`src/rtl/pcie_rx_drain.sv`:
```
// Receive-side drain engine: round-robin pops from the two destination FIFOs,
// captures the returned words into a registered, source-tagged stream, and
// keeps saturating per-destination word counters readable on request.
module pcie_rx_drain #(
  parameter int BITNUMBER = 6,
  parameter int CNT_WIDTH = 5
) (
  input  logic                 clk,
  input  logic                 reset,
  input  logic                 D0_can_pop,
  input  logic                 D1_can_pop,
  input  logic [BITNUMBER-1:0] data_out0,
  input  logic [BITNUMBER-1:0] data_out1,
  input  logic                 sink_pause,
  input  logic                 cnt_req,
  input  logic                 cnt_idx,
  output logic                 pop_D0,
  output logic                 pop_D1,
  output logic [BITNUMBER-1:0] data_rx,
  output logic                 valid_rx,
  output logic                 src_rx,
  output logic [CNT_WIDTH-1:0] cnt_data,
  output logic                 cnt_valid,
  output logic [1:0]           state
);

  typedef enum logic [1:0] {
    ST_RESET  = 2'd0,
    ST_IDLE   = 2'd1,
    ST_ACTIVE = 2'd2
  } state_t;

  state_t               state_q;
  state_t               state_nxt;
  logic                 last_grant;      // 1 = D1 was granted most recently
  logic                 inflight_p0;     // a pop was issued last cycle
  logic                 inflight_src_p0; // source of that pop
  logic                 eligible;
  logic [CNT_WIDTH-1:0] cnt0;
  logic [CNT_WIDTH-1:0] cnt1;

  // Saturating increment: holds at all-ones instead of wrapping.
  function automatic logic [CNT_WIDTH-1:0] sat_inc(input logic [CNT_WIDTH-1:0] v);
    if (&v) return v;
    return v + {{(CNT_WIDTH-1){1'b0}}, 1'b1};
  endfunction

  assign state = state_q;

  // Arbitration, pop strobes and next debug state.
  always_comb begin
    pop_D0    = 1'b0;
    pop_D1    = 1'b0;
    state_nxt = ST_IDLE;
    eligible  = !reset && (state_q != ST_RESET) && !sink_pause;
    if (eligible) begin
      if (D0_can_pop && D1_can_pop) begin
        pop_D0 = last_grant;
        pop_D1 = !last_grant;
      end else begin
        pop_D0 = D0_can_pop;
        pop_D1 = D1_can_pop;
      end
    end
    if (reset)
      state_nxt = ST_RESET;
    else if (pop_D0 || pop_D1)
      state_nxt = ST_ACTIVE;
  end

  // Debug state register.
  always_ff @(posedge clk) begin
    if (reset)
      state_q <= ST_RESET;
    else
      state_q <= state_nxt;
  end

  // Stage p0: record the issued pop and advance the round-robin pointer.
  always_ff @(posedge clk) begin
    if (reset) begin
      inflight_p0     <= 1'b0;
      inflight_src_p0 <= 1'b0;
      last_grant      <= 1'b1;
    end else begin
      inflight_p0     <= pop_D0 || pop_D1;
      inflight_src_p0 <= pop_D1;
      if (pop_D0 || pop_D1)
        last_grant <= pop_D1;
    end
  end

  // Stage p1: capture the FIFO read data and count delivered words.
  always_ff @(posedge clk) begin
    if (reset) begin
      data_rx  <= '0;
      valid_rx <= 1'b0;
      src_rx   <= 1'b0;
      cnt0     <= '0;
      cnt1     <= '0;
    end else begin
      valid_rx <= inflight_p0;
      if (inflight_p0) begin
        data_rx <= inflight_src_p0 ? data_out1 : data_out0;
        src_rx  <= inflight_src_p0;
        if (inflight_src_p0)
          cnt1 <= sat_inc(cnt1);
        else
          cnt0 <= sat_inc(cnt0);
      end
    end
  end

  // Counter readout; samples the pre-increment value when both coincide.
  always_ff @(posedge clk) begin
    if (reset) begin
      cnt_data  <= '0;
      cnt_valid <= 1'b0;
    end else begin
      cnt_valid <= cnt_req;
      if (cnt_req)
        cnt_data <= cnt_idx ? cnt1 : cnt0;
    end
  end

endmodule

```
`config.mk`:
```
export PLATFORM = sky130hd
export DESIGN_NAME = pcie_rx_drain
export DESIGN_NICKNAME = d
export VERILOG_FILES = /design/src/rtl/pcie_rx_drain.sv
export SDC_FILE = /design/constraint.sdc
export NUM_CORES = 1
export LEC_CHECK = 0
export CORE_ASPECT_RATIO = 1.2
export CORE_MARGIN = 5
export CORE_UTILIZATION = 45
export CTS_BUF_LIST = sky130_fd_sc_hd__clkbuf_8
export DETAILED_ROUTE_END_ITERATION = 6
export GPL_TIMING_DRIVEN = 0
export PLACE_DENSITY_LB_ADDON = 0.08
export SLEW_MARGIN = 20
export SYNTH_ARGS = -nofsm -noshare
export SYNTH_HDL_FRONTEND = slang
export SYNTH_SLANG_ARGS = --single-unit
```
`constraint.sdc`:
```
create_clock -name clk -period 2.2 [get_ports clk]
set_input_delay 0.44 -clock clk [delete_from_list [all_inputs] [get_ports clk]]
set_output_delay 0.44 -clock clk [all_outputs]
set_load 0.005 [all_outputs]
```
## Word-level counts from Yosys, hierarchy flattened

Cells that the tools add are included.
Widths: inputs -> output; s select.

- Register bits after elaboration: 29
- Input port bits: 19
- Output and inout port bits: 18
- Logic and storage cells: 45

- Add/sub/neg operators: 2
- Equal/unequal tests: 2
- Muxes and demuxes: 17
- Bitwise gates (word level): 1
- Reduce and logical (&&, ||, !) cells: 12

Operators with widths:

| kind | number |
|---|---|
| $mux 5 | 3 |
| $mux 1 | 12 |
| $add 5x1->5 const B | 2 |
| $reduce_and 5->1 | 2 |
| $mux 6 | 1 |
| $reduce_and 3->1 | 2 |
| $ne 2x2->1 const B | 2 |
| $logic_and 1x1->1 | 3 |
| $logic_not 1->1 | 3 |
| $mux 2 | 1 |
| $reduce_bool 2->1 | 1 |
| $logic_or 1x1->1 | 1 |
| $not 1->1 | 1 |

## Logic depth before layout (Yosys ltp)

Gate-level depths: netlist of the first run.

- Depth in word-level cells: 7
- Gate-level depth with buffers: 6
- Gate-level depth less buffers: 6

## Worst setup path after synthesis of the first run

No wires, ideal clock.

- Kind: register to register
- Start: register cnt0[0]
- End: register cnt0[3]
- Setup time: 121 ps
- Data arrival time: 1546 ps
- Required time: 2079 ps
- Slack: 533 ps
- Cell stages (with the launch flop): 7
- Path buffers: 0
- Period minus slack after synthesis: 1667 ps
- Cell sequence: dfxtp_1 ha_1 and3_1 ha_1 nor3b_4 nand4_1 mux2_2

- Word-level cells in the longest chain between the ends: 7
- Elaborated cells on any way between the ends: 9
- Those cells by class: add/sub (1); eq/ne (1); mux (5); reduce/logical (2)

RTL lines:

| item | RTL line | RTL |
|---|---|---|
| from (decl) | 39 | `logic [CNT_WIDTH-1:0] cnt0;` |
| from (signal assigned) | 109 | `cnt0 <= sat_inc(cnt0);` |
| $reduce_and 5->1 | 44 | `if (&v) return v;` |
| $mux 1 | 44 |  |
| $mux 1 | 106 | `if (inflight_src_p0)` |
| $mux 1 | 103 | `if (inflight_p0) begin` |
| $mux 1 | 95 | `if (reset) begin` |
| $ne 2x2->1 (no source line) | -- |  |
| $reduce_and 3->1 (no source line) | -- |  |

Several ways; a longest one is shown, not always the timed one. The select of a mux whose other input is x is not followed.
A chain may end at the register's enable or synchronous reset.

## Worst setup path after layout of the first run

- Start: input port D1_can_pop
- End: output port pop_D1

- Word-level cells in the longest chain between the ends: 3

RTL lines:

| item | RTL line | RTL |
|---|---|---|
| from (decl) | 11 | `input logic D1_can_pop,` |
| $logic_and 1x1->1 | 57 | `if (D0_can_pop && D1_can_pop) begin` |
| $mux 1 * | 57 |  |
| $mux 1 * | 56 | `if (eligible) begin` |
| to (decl) | 18 | `output logic pop_D1,` |

Every way passes the cells marked *; elsewhere a longest branch is shown, timed or not.

==> flow_metrics.tcl, run 1 <==
set metrics [dict create \
    ios 37 \
    status "completed" \
    maxCapViolations 0 \
    tightest_slew_ns 0.4585 \
    grt_pass1_wl_um 4305 \
    ant_nets 0 \
    cts-root-buf "clkbuf_8" \
    synthFlopType "dfxtp_1" \
    fin_nets 184 \
    ys_seq_area_share_pct 45.85 \
    rows 20 \
    required_ns 1.76 \
    fmaxAchievable_mhz 476.6 \
    cts_tree "yes" \
    first_pass_iters 4 \
    start_util_pct 47.43 \
    fill_cells 215 \
    crit_arrival_ns 1.66 \
    drive_above_1_share_pct 10.69 \
    synth.avg_cell_area_um2 10.19 \
    h-tree-depth 1 \
    netlist.area_leader.share_pct 45.85 \
    slew_headroom_pct 69.43 \
    register_area_um2 561.8 \
    synth_top_cells_by_count "dfxtp_1, nor2_1, mux2i_1, a211oi_1" \
    cp-end-kind "output pin" \
    grt_pass1_vias 997 \
    dieArea_mm2 0.003863 \
    syn-cell-area_mm2 0.001222 \
    dp_hpwl_um 1940 \
    die_y_um 67.10 \
    gp_congestion 0.8179 \
    fp.coreArea_mm2 0.002577 \
    setup_tns_ns 0 \
    drt_iter0_markers 11 \
    cts_buffers 3 \
    startpoint_type "primary input" \
    clk_latency_ns 0.27 \
    synth_nets 143 \
    grtUsageTotal_pct 14.11 \
    layout-area-overhead-vs-synth_pct 36.95 \
    period_needed_ns 2.098 \
    drc 0 \
    final.period_utilization_pct 95.36 \
    hold_violations 0 \
    setup_viol 0 \
    post-route-util_pct 64.95 \
    grt_max_degree 15 \
    clk_pin_slew_ns 0.08 \
    yosysTopAreaCell "dfxtp_1" \
    multi_input_comb_area_um2 613.1 \
    yosysMostFrequentCell "dfxtp_1" \
    rsz0062_at_grt "false" \
    port_buffers 35 \
    hp-class "reg2reg" \
    finalMaxSlewViolations 0 \
    synth_cells 120 \
    diodes 0 \
    finClkSkew_ns 0.003419 \
    cts_max_path_buffers 2 \
    path_max_fanout 3 \
    synth_enable_flop_cells 0 \
    synth.distinct_cells 29 \
    wirelength_um 2542 \
    total_power_uw 926.0 \
    async_flop_share_pct 0 \
    yosysWarningCount 0 \
    die_w_um 57.58 \
    wl_per_cell_um 13.24 \
    via_count 996 \
    synthTopCellsByArea "dfxtp_1, mux2i_1, nor2_1, a211oi_1, ha_1" \
    viasPerCell 5.188 \
    crit_type "in2out" \
    clock_sinks 28 \
    ys_ff_latch 28 \
    grt_overflow 0 \
    powerDensity_mw_per_mm2 553.1 \
    power_leakage_nw 0.6975 \
    antenna_found_initial 0 \
    vdd_ir_drop_max_uv 415.3 \
]
[cells in the final DEF, fill, tap and decap left out, types with 2 or more instances in the layout]
master and n:
and3_1 3, ha_1 4, xnor2_1 2, clkbuf_1 3, clkdlybuf4s50_1 31, mux2i_1 16, dfxtp_1 27, a21oi_1 3
xor2_1 2, buf_6 2, a211oi_1 11, buf_4 2, nor2_1 25, nor2b_1 3, clkbuf_8 4, dlygate4sd2_1 2
[per-stage QoR]
step	instances	worst slack (ns)	hold slack, ns	area (µm²)
floorplan	120	0.5333	0.4541	1222
global placement	188	-0.3389	0.4713	1614
detailed placement	188	-0.4137	0.4775	1614
CTS	192	0.001280	0.4899	1675
finish	192	0.1020	0.4856	1674
global route	192	0.05843	0.5157	1674
[per-layer routing]
| layer | track usage [%] | vias up | share of wire (%) |
|---|---|---|---|
| li1 | - | 505 | - |
| met1 | 15.19 | 460 | 41 |
| met2 | 26.55 | 26 | 52 |
| met3 | 2.326 | 5 | 4.9 |
| met4 | 6.087 | 0 | 1.7 |
| met5 | 0 | - | 0 |
[sequential cells by signal (all words and copies together), names as in the netlist, 2 cells and up]
register / count
state: 2
cnt_data: 5
cnt0: 5
data_rx: 6
cnt1: 5
[power breakdown]
group	switching (mW)	internal, mW	leakage, nW
Clock	0.141	0.123	0.0216
Combinational	0.0495	0.0786	0.447
Sequential	0.0102	0.524	0.229
Total	0.201	0.725	0.697
[worst paths after layout]
check	startpoint	endpoint	slack, ns	cells after the start
worst max-delay path	D1_can_pop	pop_D1	0.10	4
worst min-delay path	cnt_data[3]$_SDFFE_PP0P_	cnt_data[3]$_SDFFE_PP0P_	0.49	2
worst max register to register	cnt0[0]$_SDFFE_PP0P_	cnt0[3]$_SDFFE_PP0P_	0.38	6
worst min register to register	cnt_data[3]$_SDFFE_PP0P_	cnt_data[3]$_SDFFE_PP0P_	0.49	2
[worst max-delay path, stage by stage]
cell and delay, ns:
clkdlybuf4s50_1 0.49, or4b_4 0.48, a21oi_1 0.13, clkbuf_2 0.13
[logic make-up (layout without fill, tap and decap cells)]
group / Yosys count / after routing / synth area share (%)
adder cells (fa/ha/maj): 4 / 4 / 4.094
flip-flops: 28 / 28 / 45.85
multiplexers: 17 / 17 / 14.02
buffers and inverters: 9 / 48 / 4.400
AO/OA/AOI/OAI: 16 / 16 / 9.109
XOR/XNOR: 4 / 4 / 2.866
AND/OR/NAND/NOR: 42 / 42 / 19.65
[area by class of cell]
class / count / area share, %
flip-flops and latches: 28 / 33.56
repair buffers: 36 / 21.08
multi-input cells: 83 / 36.62
well taps: 33 / 2.466
clock buffers: 3 / 2.466
plain buffers: 9 / 3.812
[what timing repair did]
action	4_1_cts	5_1_grt
buffers inserted	1	0
gates resized for setup	8	3
hold buffers	0	0
endpoints found under the setup margin	2	2
No activity file was read; power rests on OpenSTA's default activity.
==> inputs of run 2 (changes only) <==
--- a/config.mk
+++ b/config.mk
@@ -6,7 +6,6 @@
 export NUM_CORES = 1
 export LEC_CHECK = 0
 export CORE_ASPECT_RATIO = 1.2
-export CORE_MARGIN = 5
 export CORE_UTILIZATION = 45
 export CTS_BUF_LIST = sky130_fd_sc_hd__clkbuf_8
 export DETAILED_ROUTE_END_ITERATION = 6
==> flow_metrics.tcl, run 2 (synthesis gave the netlist of run 1 again) <==
set metrics [dict create \
    status "completed" \
    finalMaxSlewViolations 0 \
    port_buffers 35 \
    tightest_slew_ns 0.4747 \
    total_power_uw 978.9 \
    diodes 0 \
    drive_above_1_share_pct 13.04 \
    largest-register "data_rx" \
    hold_end "cnt_data[2]$_SDFFE_PP0P_" \
    wl_per_cell_um 12.93 \
    min_from "cnt_data[2]$_SDFFE_PP0P_" \
    r2r-end "cnt0[3]$_SDFFE_PP0P_" \
    path_cells "dlygate4sd2_1 > clkbuf_8 > nor3_4 > and3_1 > clkdlybuf4s50_1" \
    hp-class "reg2reg" \
    setup_viol 0 \
    crit_type "in2out" \
    path_buf_inv 3 \
    dp_hpwl_um 1904 \
    viasPerCell 5.196 \
    fmaxAchievable_mhz 463.7 \
    final.period_utilization_pct 98.04 \
    crit_path_top_delay_cell "clkdlybuf4s50_1" \
    startpoint_type "primary input" \
    grt_pass1_vias 972 \
    fin_nets 185 \
    drt_iter0_markers 13 \
    clk_pin_slew_ns 0.09 \
    cts_tree "yes" \
    largest_register_ffs 6 \
    cts-root-buf "clkbuf_8" \
    rsz0062_at_grt "false" \
    maxCapViolations 0 \
    crit_path_max_incr_delay_ns 0.51 \
    cp-end-kind "output pin" \
    slew_headroom_pct 68.35 \
    reg2reg_setup_slack_ns 0.42 \
    gp_congestion 0.7530 \
    wirelength_um 2508 \
    hold_buffers 0 \
    die_y_um 59.10 \
    worst_slack_ns 0.04322 \
    r2r-start "cnt0[0]$_SDFFE_PP0P_" \
    start_util_pct 47.89 \
    grt_overflow 0 \
    hold_violations 0 \
    path_max_fanout 3 \
    power_leakage_nw 0.6936 \
    via_count 1008 \
    dieArea_mm2 0.002930 \
    die_w_um 49.58 \
    period_needed_ns 2.157 \
    fp.coreArea_mm2 0.002552 \
    layout-area-overhead-vs-synth_pct 39.51 \
    clk_latency_ns 0.27 \
    finClkSkew_ns 0.003534 \
    first_pass_iters 4 \
    required_ns 1.76 \
    cts_max_path_buffers 2 \
    post-route-util_pct 66.81 \
    critical-path-top-delay-family "buffers and inverters" \
    dpl_worst_slack_ns -0.3961 \
    r2r_cells 6 \
    crit_arrival_ns 1.72 \
    grt_pass1_wl_um 4181 \
    fill_cells 230 \
    min_path_cells 2 \
    drc 0 \
    vdd_ir_drop_max_uv 468.2 \
    grt_max_degree 16 \
    cts_buffers 3 \
    ant_nets 0 \
    powerDensity_mw_per_mm2 574.0 \
    final_common_cell "clkdlybuf4s50_1" \
    clock_sinks 28 \
    layout_common_cells "clkdlybuf4s50_1, dfxtp_1, nor2_1" \
    rows 20 \
    ios 37 \
    grtUsageTotal_pct 18.47 \
    antenna_found_initial 0 \
    h-tree-depth 1 \
]
-- run 2: metal layers --
layer	share of wire, %	global-route usage (%)	up-vias
met5	0	0	-
met4	0.68	6.122	0
met3	3.1	1.538	2
met2	55	37.07	21
met1	41	20.06	479
li1	-	-	506
-- run 2: layout make-up --
| cell class | count | area (µm²) | share of cell area [%] |
|---|---|---|---|
| clock buffer | 4 | 55.05 | 3.228 |
| timing repair buffer | 37 | 357.8 | 20.98 |
| tap | 33 | 41.29 | 2.421 |
| sequential | 28 | 561.8 | 32.94 |
| multi-input combinational | 83 | 625.6 | 36.68 |
| buffer | 9 | 63.81 | 3.742 |
-- run 2: per-stage QoR --
step | cell area [µm²] | cells | TNS (ns) | hold slack [ns]
after floorplan | 1222 | 120 | 0 | 0.4541
after global placement | 1614 | 188 | -0.6694 | 0.4725
after detailed placement | 1614 | 188 | -0.7325 | 0.4817
after CTS | 1707 | 194 | 0 | 0.4959
after global routing | 1705 | 194 | 0 | 0.5170
final | 1705 | 194 | 0 | 0.4886
-- run 2: how the worst max path moves through the flow --
stage | from | endpoint | slack, ns | cells past startpoint
after floorplan | cnt0[0]$_SDFFE_PP0P_ | cnt0[3]$_SDFFE_PP0P_ | 0.53 | 6
after global placement | reset | pop_D0 | -0.34 | 5
after detailed placement | reset | pop_D0 | -0.40 | 5
after CTS | D1_can_pop | pop_D1 | 0.01 | 4
after global routing | reset | pop_D0 | 0.002 | 5
final | reset | pop_D0 | 0.04 | 5
-- run 2: repair_timing --
item                       in CTS  in global routing
setup endpoints to repair       2                  2
resized for setup              10                  3
pin swaps                       0                  0
setup buffers                   2                  0
-- run 2: where the power goes --
part	internal (mW)	total [mW]	switching, mW	leakage (nW)
logic	0.0802	0.132	0.0521	0.436
registers	0.524	0.534	0.0105	0.229
clock network	0.160	0.312	0.152	0.0288
total	0.764	0.979	0.215	0.694
-- run 2: worst register-to-register path, delay by kind of cell (launching register included) --
kind	cells	cell delay, ns
muxes	1	0.28
adders and majority gates	2	0.43
and+or+nand+nor	3	0.60
DFF	1	0.36
